File: src/rtl/imdct_rom_arb.sv
// imdct_rom_arb: two-requester arbiter in front of a shared quarter-wave
// IMDCT twiddle ROM (257 x 64-bit). Folds the 10-bit angle index onto the
// ROM, grants one lookup per cycle and returns the ROM word together with
// the fold flags through a fixed two-stage pipeline.
module imdct_rom_arb #(
    parameter bit FIXED_PRIO = 1'b0  // 0: round-robin, 1: requester 0 always wins
) (
    input  logic        clk,
    input  logic        rst_n,
    input  logic        r0_req,
    input  logic [9:0]  r0_idx,
    input  logic        r0_lock,
    input  logic        r1_req,
    input  logic [9:0]  r1_idx,
    input  logic        r1_lock,
    output logic        r0_gnt,
    output logic        r1_gnt,
    output logic        rom_en,
    output logic [8:0]  rom_addr,
    input  logic [63:0] rom_dout,
    output logic        rsp_valid,
    output logic        rsp_id,
    output logic [31:0] rsp_hi,
    output logic [31:0] rsp_lo,
    output logic        rsp_mirror,
    output logic        rsp_half
);

    // Quarter-wave fold: indices past 256 within a half period read backwards.
    function automatic logic [8:0] fold_addr(input logic [9:0] idx);
        logic [8:0] q;
        logic [9:0] back;
        q    = idx[8:0];
        back = 10'd512 - {1'b0, q};
        if (q <= 9'd256) begin
            return q;
        end
        return back[8:0];
    endfunction

    // Arbitration state: requester that received the most recent grant.
    logic        r_last;

    // Stage A: lookup metadata captured at the end of the grant cycle.
    logic        r_a_valid;
    logic        r_a_id;
    logic        r_a_mirror;
    logic        r_a_half;

    // Stage B: response registers (ROM word plus metadata).
    logic        r_rsp_valid;
    logic        r_rsp_id;
    logic [31:0] r_rsp_hi;
    logic [31:0] r_rsp_lo;
    logic        r_rsp_mirror;
    logic        r_rsp_half;

    logic        w_hold0;
    logic        w_hold1;
    logic        w_gnt0;
    logic        w_gnt1;
    logic        w_en;
    logic [9:0]  w_sel_idx;
    logic [8:0]  w_sel_addr;
    logic        w_sel_mirror;
    logic        w_sel_half;

    // Grant decision: burst lock first, then fixed priority or round-robin.
    always_comb begin
        w_gnt0  = 1'b0;
        w_gnt1  = 1'b0;
        w_hold0 = (r_last == 1'b0) && r0_req && r0_lock;
        w_hold1 = (r_last == 1'b1) && r1_req && r1_lock;
        // NOTE: rst_n gates the combinational grant so nothing is accepted
        // (and no ROM read issued) while reset is asserted.
        if (rst_n) begin
            if (w_hold0) begin
                w_gnt0 = 1'b1;
            end else if (w_hold1) begin
                w_gnt1 = 1'b1;
            end else if (FIXED_PRIO) begin
                w_gnt0 = r0_req;
                w_gnt1 = r1_req && !r0_req;
            end else if (r0_req && r1_req) begin
                w_gnt0 = r_last;
                w_gnt1 = !r_last;
            end else begin
                w_gnt0 = r0_req;
                w_gnt1 = r1_req;
            end
        end
    end

    // Winner's index folded onto the ROM; address parks at 0 when idle.
    always_comb begin
        w_en         = w_gnt0 | w_gnt1;
        w_sel_idx    = w_gnt1 ? r1_idx : r0_idx;
        w_sel_addr   = fold_addr(w_sel_idx);
        w_sel_mirror = (w_sel_idx[8:0] > 9'd256);
        w_sel_half   = w_sel_idx[9];
    end

    // Round-robin pointer: moves on a grant, holds through idle cycles.
    always_ff @(posedge clk or negedge rst_n) begin
        if (!rst_n) begin
            r_last <= 1'b1;
        end else if (w_en) begin
            r_last <= w_gnt1;
        end
    end

    // Stage A: remember which lookup the ROM is serving this cycle.
    always_ff @(posedge clk or negedge rst_n) begin
        if (!rst_n) begin
            r_a_valid  <= 1'b0;
            r_a_id     <= 1'b0;
            r_a_mirror <= 1'b0;
            r_a_half   <= 1'b0;
        end else begin
            r_a_valid <= w_en;
            if (w_en) begin
                r_a_id     <= w_gnt1;
                r_a_mirror <= w_sel_mirror;
                r_a_half   <= w_sel_half;
            end
        end
    end

    // Stage B: join ROM data with metadata; payload holds between responses.
    always_ff @(posedge clk or negedge rst_n) begin
        if (!rst_n) begin
            r_rsp_valid  <= 1'b0;
            r_rsp_id     <= 1'b0;
            r_rsp_hi     <= '0;
            r_rsp_lo     <= '0;
            r_rsp_mirror <= 1'b0;
            r_rsp_half   <= 1'b0;
        end else begin
            r_rsp_valid <= r_a_valid;
            if (r_a_valid) begin
                r_rsp_id     <= r_a_id;
                r_rsp_hi     <= rom_dout[63:32];
                r_rsp_lo     <= rom_dout[31:0];
                r_rsp_mirror <= r_a_mirror;
                r_rsp_half   <= r_a_half;
            end
        end
    end

    assign r0_gnt     = w_gnt0;
    assign r1_gnt     = w_gnt1;
    assign rom_en     = w_en;
    assign rom_addr   = w_en ? w_sel_addr : 9'd0;
    assign rsp_valid  = r_rsp_valid;
    assign rsp_id     = r_rsp_id;
    assign rsp_hi     = r_rsp_hi;
    assign rsp_lo     = r_rsp_lo;
    assign rsp_mirror = r_rsp_mirror;
    assign rsp_half   = r_rsp_half;

endmodule

File: config.mk
export PLATFORM = sky130hd
export DESIGN_NAME = imdct_rom_arb
export DESIGN_NICKNAME = d
export VERILOG_FILES = /design/src/rtl/imdct_rom_arb.sv
export SDC_FILE = /design/constraint.sdc
export NUM_CORES = 1
export LEC_CHECK = 0
export BUFFER_PORTS_ARGS = -buffer_cell sky130_fd_sc_hd__buf_2
export CAP_MARGIN = 25
export CORE_ASPECT_RATIO = 2
export CORE_MARGIN = 2
export CORE_UTILIZATION = 40
export DETAILED_ROUTE_END_ITERATION = 10
export GPL_ROUTABILITY_DRIVEN = 1
export PLACE_DENSITY = 0.8
export SLEW_MARGIN = 30
export SYNTH_ARGS = -nofsm -noshare
export SYNTH_HDL_FRONTEND = slang
export SYNTH_SLANG_ARGS = --single-unit
File: constraint.sdc
create_clock -name clk -period 1.6 [get_ports clk]
set_clock_uncertainty 0.05 [all_clocks]
set_input_delay 0.08 -clock clk [delete_from_list [all_inputs] [get_ports clk]]
set_output_delay 0.08 -clock clk [all_outputs]
set_load 0.01 [all_outputs]
; Yosys cells after proc, flatten, opt, wreduce, memory -nomap -nowiden
; Index checks and enable logic that the tools add are counted.
[totals]
reg_bits = 73
input_bits = 90
out_inout_bits = 80
word_cells = 35
[op_classes]
n_addsub = 1
magnitude_cmp = 2
mux = 13
n_bitwise = 2
n_reduce_logical = 6
[ops]
columns = cell, n
row1 = $mux W9, 3
row2 = $mux W10, 1
row3 = $gt A9 B9 Y1 const B, 1
row4 = $le A9 B9 Y1 const B, 1
row5 = $mux W1, 9
row6 = $sub A1 B9 Y9 const A, 1
row7 = $logic_and A1 B1 Y1, 5
row8 = $logic_not A1 Y1, 1
row9 = $not A1 Y1, 1
row10 = $or A1 B1 Y1, 1

; Longest topological paths before layout
[depth]
ltp_word = 10
depth_mapped = 8
mapped_depth_nobuf = 7

; Least setup slack after synthesis
; OpenSTA, ideal clock, no wires.
[synth_timing]
path_type = register to output
start = reg r_last
end = out rom_addr[7]
arrival_time_ps = 1660
required_time_ps = 1470
path_slack_ps = -190
stages_incl_launch_ff = 8
path_buffers = 1
cell_sequence = dfstp_2 nand2b_1 nand2_1 a21o_1 buf_2 mux2_4 xor2_1 o22ai_1
[synth_between]
elab_chain_len = 10
word_cells_on_any_way = 22
classes_between = add/sub: 1 / order compare: 1 / mux: 13 / bitwise: 2 / reduce/logical: 5
[synth_lines]
columns = element, line_no
row1 = start: declaration, 42  ; logic r_last;
row2 = start signal: assignment, 108  ; r_last <= w_gnt1;
row3 = $logic_not A1 Y1 (tied with other cells), 86  ; w_gnt1 = !r_last;
row4 = $mux W1 (tied with other cells), 84  ; end else if (r0_req && r1_req) begin
row5 = $mux W1 or $logic_and A1 B1 Y1 (tied branches), "79, 72"
row6 = $mux W1, 77  ; if (w_hold0) begin
row7 = $mux W1, 76  ; if (rst_n) begin
row8 = $mux W10, 97  ; w_sel_idx = w_gnt1 ? r1_idx : r0_idx;
row9 = $le A9 B9 Y1, 35  ; if (q <= 9'd256) begin
row10 = $mux W1, 35
row11 = $mux W9, 38  ; return back[8:0];
row12 = $mux W9 *, 153  ; assign rom_addr = w_en ? w_sel_addr : 9'd0;
row13 = end: declaration, 19  ; output logic [8:0] rom_addr,
; Mark *: on every way between the ends. The rest lies on a longest branch, timed or not. The select of a mux whose other input is x is not followed.

; Final worst setup path
; Ends and elaborated chain as after synthesis.

==> reports/qor.csv <==
stage,metric,value,unit
worst_setup_path,CP Max Fanout,6,
clock_tree,clock tree sinks,73,
clock_tree,CTS root buf,clkbuf_16,
placed_design,PortBufs,169,
yosys,Most used DFF post-synth,dfrtp_1,
layout,fin nets,575,
layout,area of the multi-input gates,1290,um2
clock_tree,number of buffers created by CTS,9,
die,die area,8560,um2
worst_setup_path,crit end category,output pin,
global_routing,total gr overflow,0,
die,DIE HEIGHT,129,um
global_routing,first-pass GRT wire length,13400,um
yosys,Netlist Area Pre-Place,3120,um2
placed_design,pre-CTS setup slack,-369,ps
yosys,Synth Net Count,318,
route,Pre-Repair DR Iteration Count,4,
die,Initial Util,0.410,
layout,Synth-to-Final Area Change,70.5,%
placed_design,DP HPWL,6150,um
sta,Max Freq,0.462,GHz
worst_setup_path,WP data arrival,2030,ps
sta,Final Cycle Share,1.35,
global_routing,grt met2 use,0.415,
status,outcome,"complete, but fails checks",
clock_tree,Post CTS Setup Buffer Count,0,
yosys,Yosys Warn Count,0,
yosys,Synth top area share,0.578,
yosys,"EDFF count, synth",0,
die,# rows,45,
yosys,largest area contributor in the netlist,dfrtp_1,
global_routing,GRT Total Usage,0.209,
die,Die W,66.4,um
global_routing,initial antenna violation count,0,
yosys,top post-synthesis cells by area,"dfrtp_1, mux2_2, xor2_1",
sta,final worst setup slack,-563,ps
die,core area,7600,um2
pwr,PwrDens,1160,nW/um2
route,Detailed Route Iter0 Violations,143,
global_routing,vias in the first global route,3006,
route,Routed WL,8860,um
clock_tree,Max clock buf depth,2,
yosys,Seq cells post-synth,73,
sta,fin. max-slew vios,0,
clock_tree,Clock Pin Slew Worst Setup and Hold Paths,50,ps
worst_setup_path,Worst EP required,1470,ps
clock_tree,# H-tree levels,3,
sta,"Hold Vio Cnt, Final",0,
global_routing,GR Util met3,0.0428,
yosys,Compound-Gate Fraction of Synth Area,0.0730,
worst_setup_path,Worst setup SP type,flop,
yosys,sequential cell area fraction in the yosys report,0.586,
global_routing,met1 Usage GRT,0.183,
route,DRC,0,
yosys,Mapped Cells,228,
sta,RSZ-0062 raised after global routing,true,
yosys,XOR/XNOR Fraction of Synth Area,0.0253,
route,WL/cell,15.2,um
yosys,post-synthesis cell type count,34,
sta,Worst Max-Slew Pin Slew,520,ps
yosys,adder-cell share of the synthesized area,0,
clock_tree,Skew-Pair Late Insertion Delay,320,ps
route,Final ANT Viol Nets,0,
yosys,mux share of post-synthesis cell area,0.254,
pwr,Design Power,6.18,mW
sta,final setup violating endpoints,13,
layout,most frequent cells in the layout,"buf_2, dfrtp_1, mux2_2, dlygate4sd3_1, buf_4",
layout,Fillers,526,
layout,# diodes,0,
clock_tree,CTS tree,done,
layout,share of post-route cells with drive strength above 1,0.602,
yosys,simple logic cell fraction of the synthesized area,0.0417,
sta,min Tclk post-route,2160,ps
global_routing,GRT busiest layer,met2,
die,# IOs,170,
status,failing checks,negative setup slack,
sta,setup TNS,-4270,ps
run,MaxCap Viol Count,0,
sta,Slew HR,0.653,
yosys,Avg Inst Size Synth,13.7,um2
worst_setup_path,Crit Path Category,flop to output pin,
pwr,P_leak,2.56,nW
layout,register area,1830,um2
layout,Final Util,0.699,
yosys,largest family of logic cells by synthesized area,multiplexers,
hold_path,min-delay worst type,primary input to flop,
yosys,Synth async-reset ratio,1.00,
placed_design,global placement routability congestion,0.784,
layout,"commonest non-fill, non-tap cell in the layout",buf_2,
pwr,worst vdd ir,0.000892,V
global_routing,largest net degree at the start of global routing,45,
route,vias per cell,4.87,
route,DR vias,2846,
cell type report:
cell class                      count  share of cell area
Timing Repair Buffer              259               0.326
Inverter                            3             0.00235
Clock inverter                      4              0.0141
Tap cell                           94              0.0221
Clock buffer                       12              0.0483
Sequential cell                    73               0.344
Multi-Input combinational cell    139               0.243
registers in the layout (all words and copies together) (netlist names):
name / flops
r_a_id: 1
r_last: 1
rsp_id: 1
r_a_valid: 1
rsp_half: 1
r_a_half: 1
rsp_hi: 32
rsp_lo: 32
rsp_valid: 1
r_a_mirror: 1
rsp_mirror: 1
routing by layer:
layer / part of all wire / routed length, um / vias up
met5: 0 / 0 / -
met4: 0.034 / 304 / 0
met3: 0.047 / 419 / 23
met2: 0.60 / 5280 / 119
met1: 0.32 / 2860 / 1367
li1: - / - / 1337
where the power goes:
group | total, mW | switching [mW] | leakage [nW] | internal (mW)
logic | 1.61 | 0.730 | 1.55 | 0.882
registers | 2.43 | 0.195 | 0.853 | 2.23
clock network | 2.15 | 0.698 | 0.155 | 1.45
total | 6.18 | 1.62 | 2.56 | 4.56
worst paths after layout:
kind	startpoint	end	slack (ps)	cells past startpoint
worst min-delay path	r1_idx[7]	r_a_mirror	80	3
min in group asynchronous	rst_n	r_a_half	330	3
worst min register to register	r_a_id	r_a_id	430	2
max in group asynchronous	rst_n	r_a_valid	730	3
worst max-delay path	r_last	rom_addr[7]	-560	7
worst max register to register	r_last	r_a_mirror	-20	6
kinds of logic (layout without fill, tap and decap cells):
group,count (synthesis),count (layout)
and+or+nand+nor,27,27
muxes,70,70
DFF,73,73
xor gates and xnor gates,9,9
buffers and inverters,16,278
AOI/OAI and AO/OA,33,33
worst max-delay path, stage by stage (launching register included):
cell      delay [ps]
dfstp_2          540
nand2b_4         130
nand2_2           50
a21o_4           230
mux2_4           330
xor2_2           150
o22ai_2          130
buf_2            140
cell usage after synthesis, types with 2 or more instances:
cell	n
a21oi_1	6
a31oi_1	3
a32o_1	2
buf_1	4
buf_2	2
clkbuf_1	7
dfrtp_1	72
inv_1	2
mux2_2	68
nand2_1	15
nand2b_1	3
nor2_1	4
o21ai_0	4
o22ai_1	6
o31ai_1	2
o32ai_1	2
or4_4	2
xnor2_1	2
xor2_1	7
stage by stage:
step | instances | hold slack, ps | area, um2
detailed placement | 501 | 94.0 | 4260
global placement | 501 | 86.8 | 4260
global route | 584 | 101 | 5320
finish | 584 | 83.6 | 5320
CTS | 584 | 57.9 | 5300
floorplan | 228 | -266 | 3150
repair_timing:
action	CTS	global route
resized for setup	8	2
setup endpoints to repair	13	13
cloned	0	0
hold endpoints to repair	137	0
hold buffers	67	0
pin swaps	4	2
Note: power is estimated with default switching activity, not from simulation.
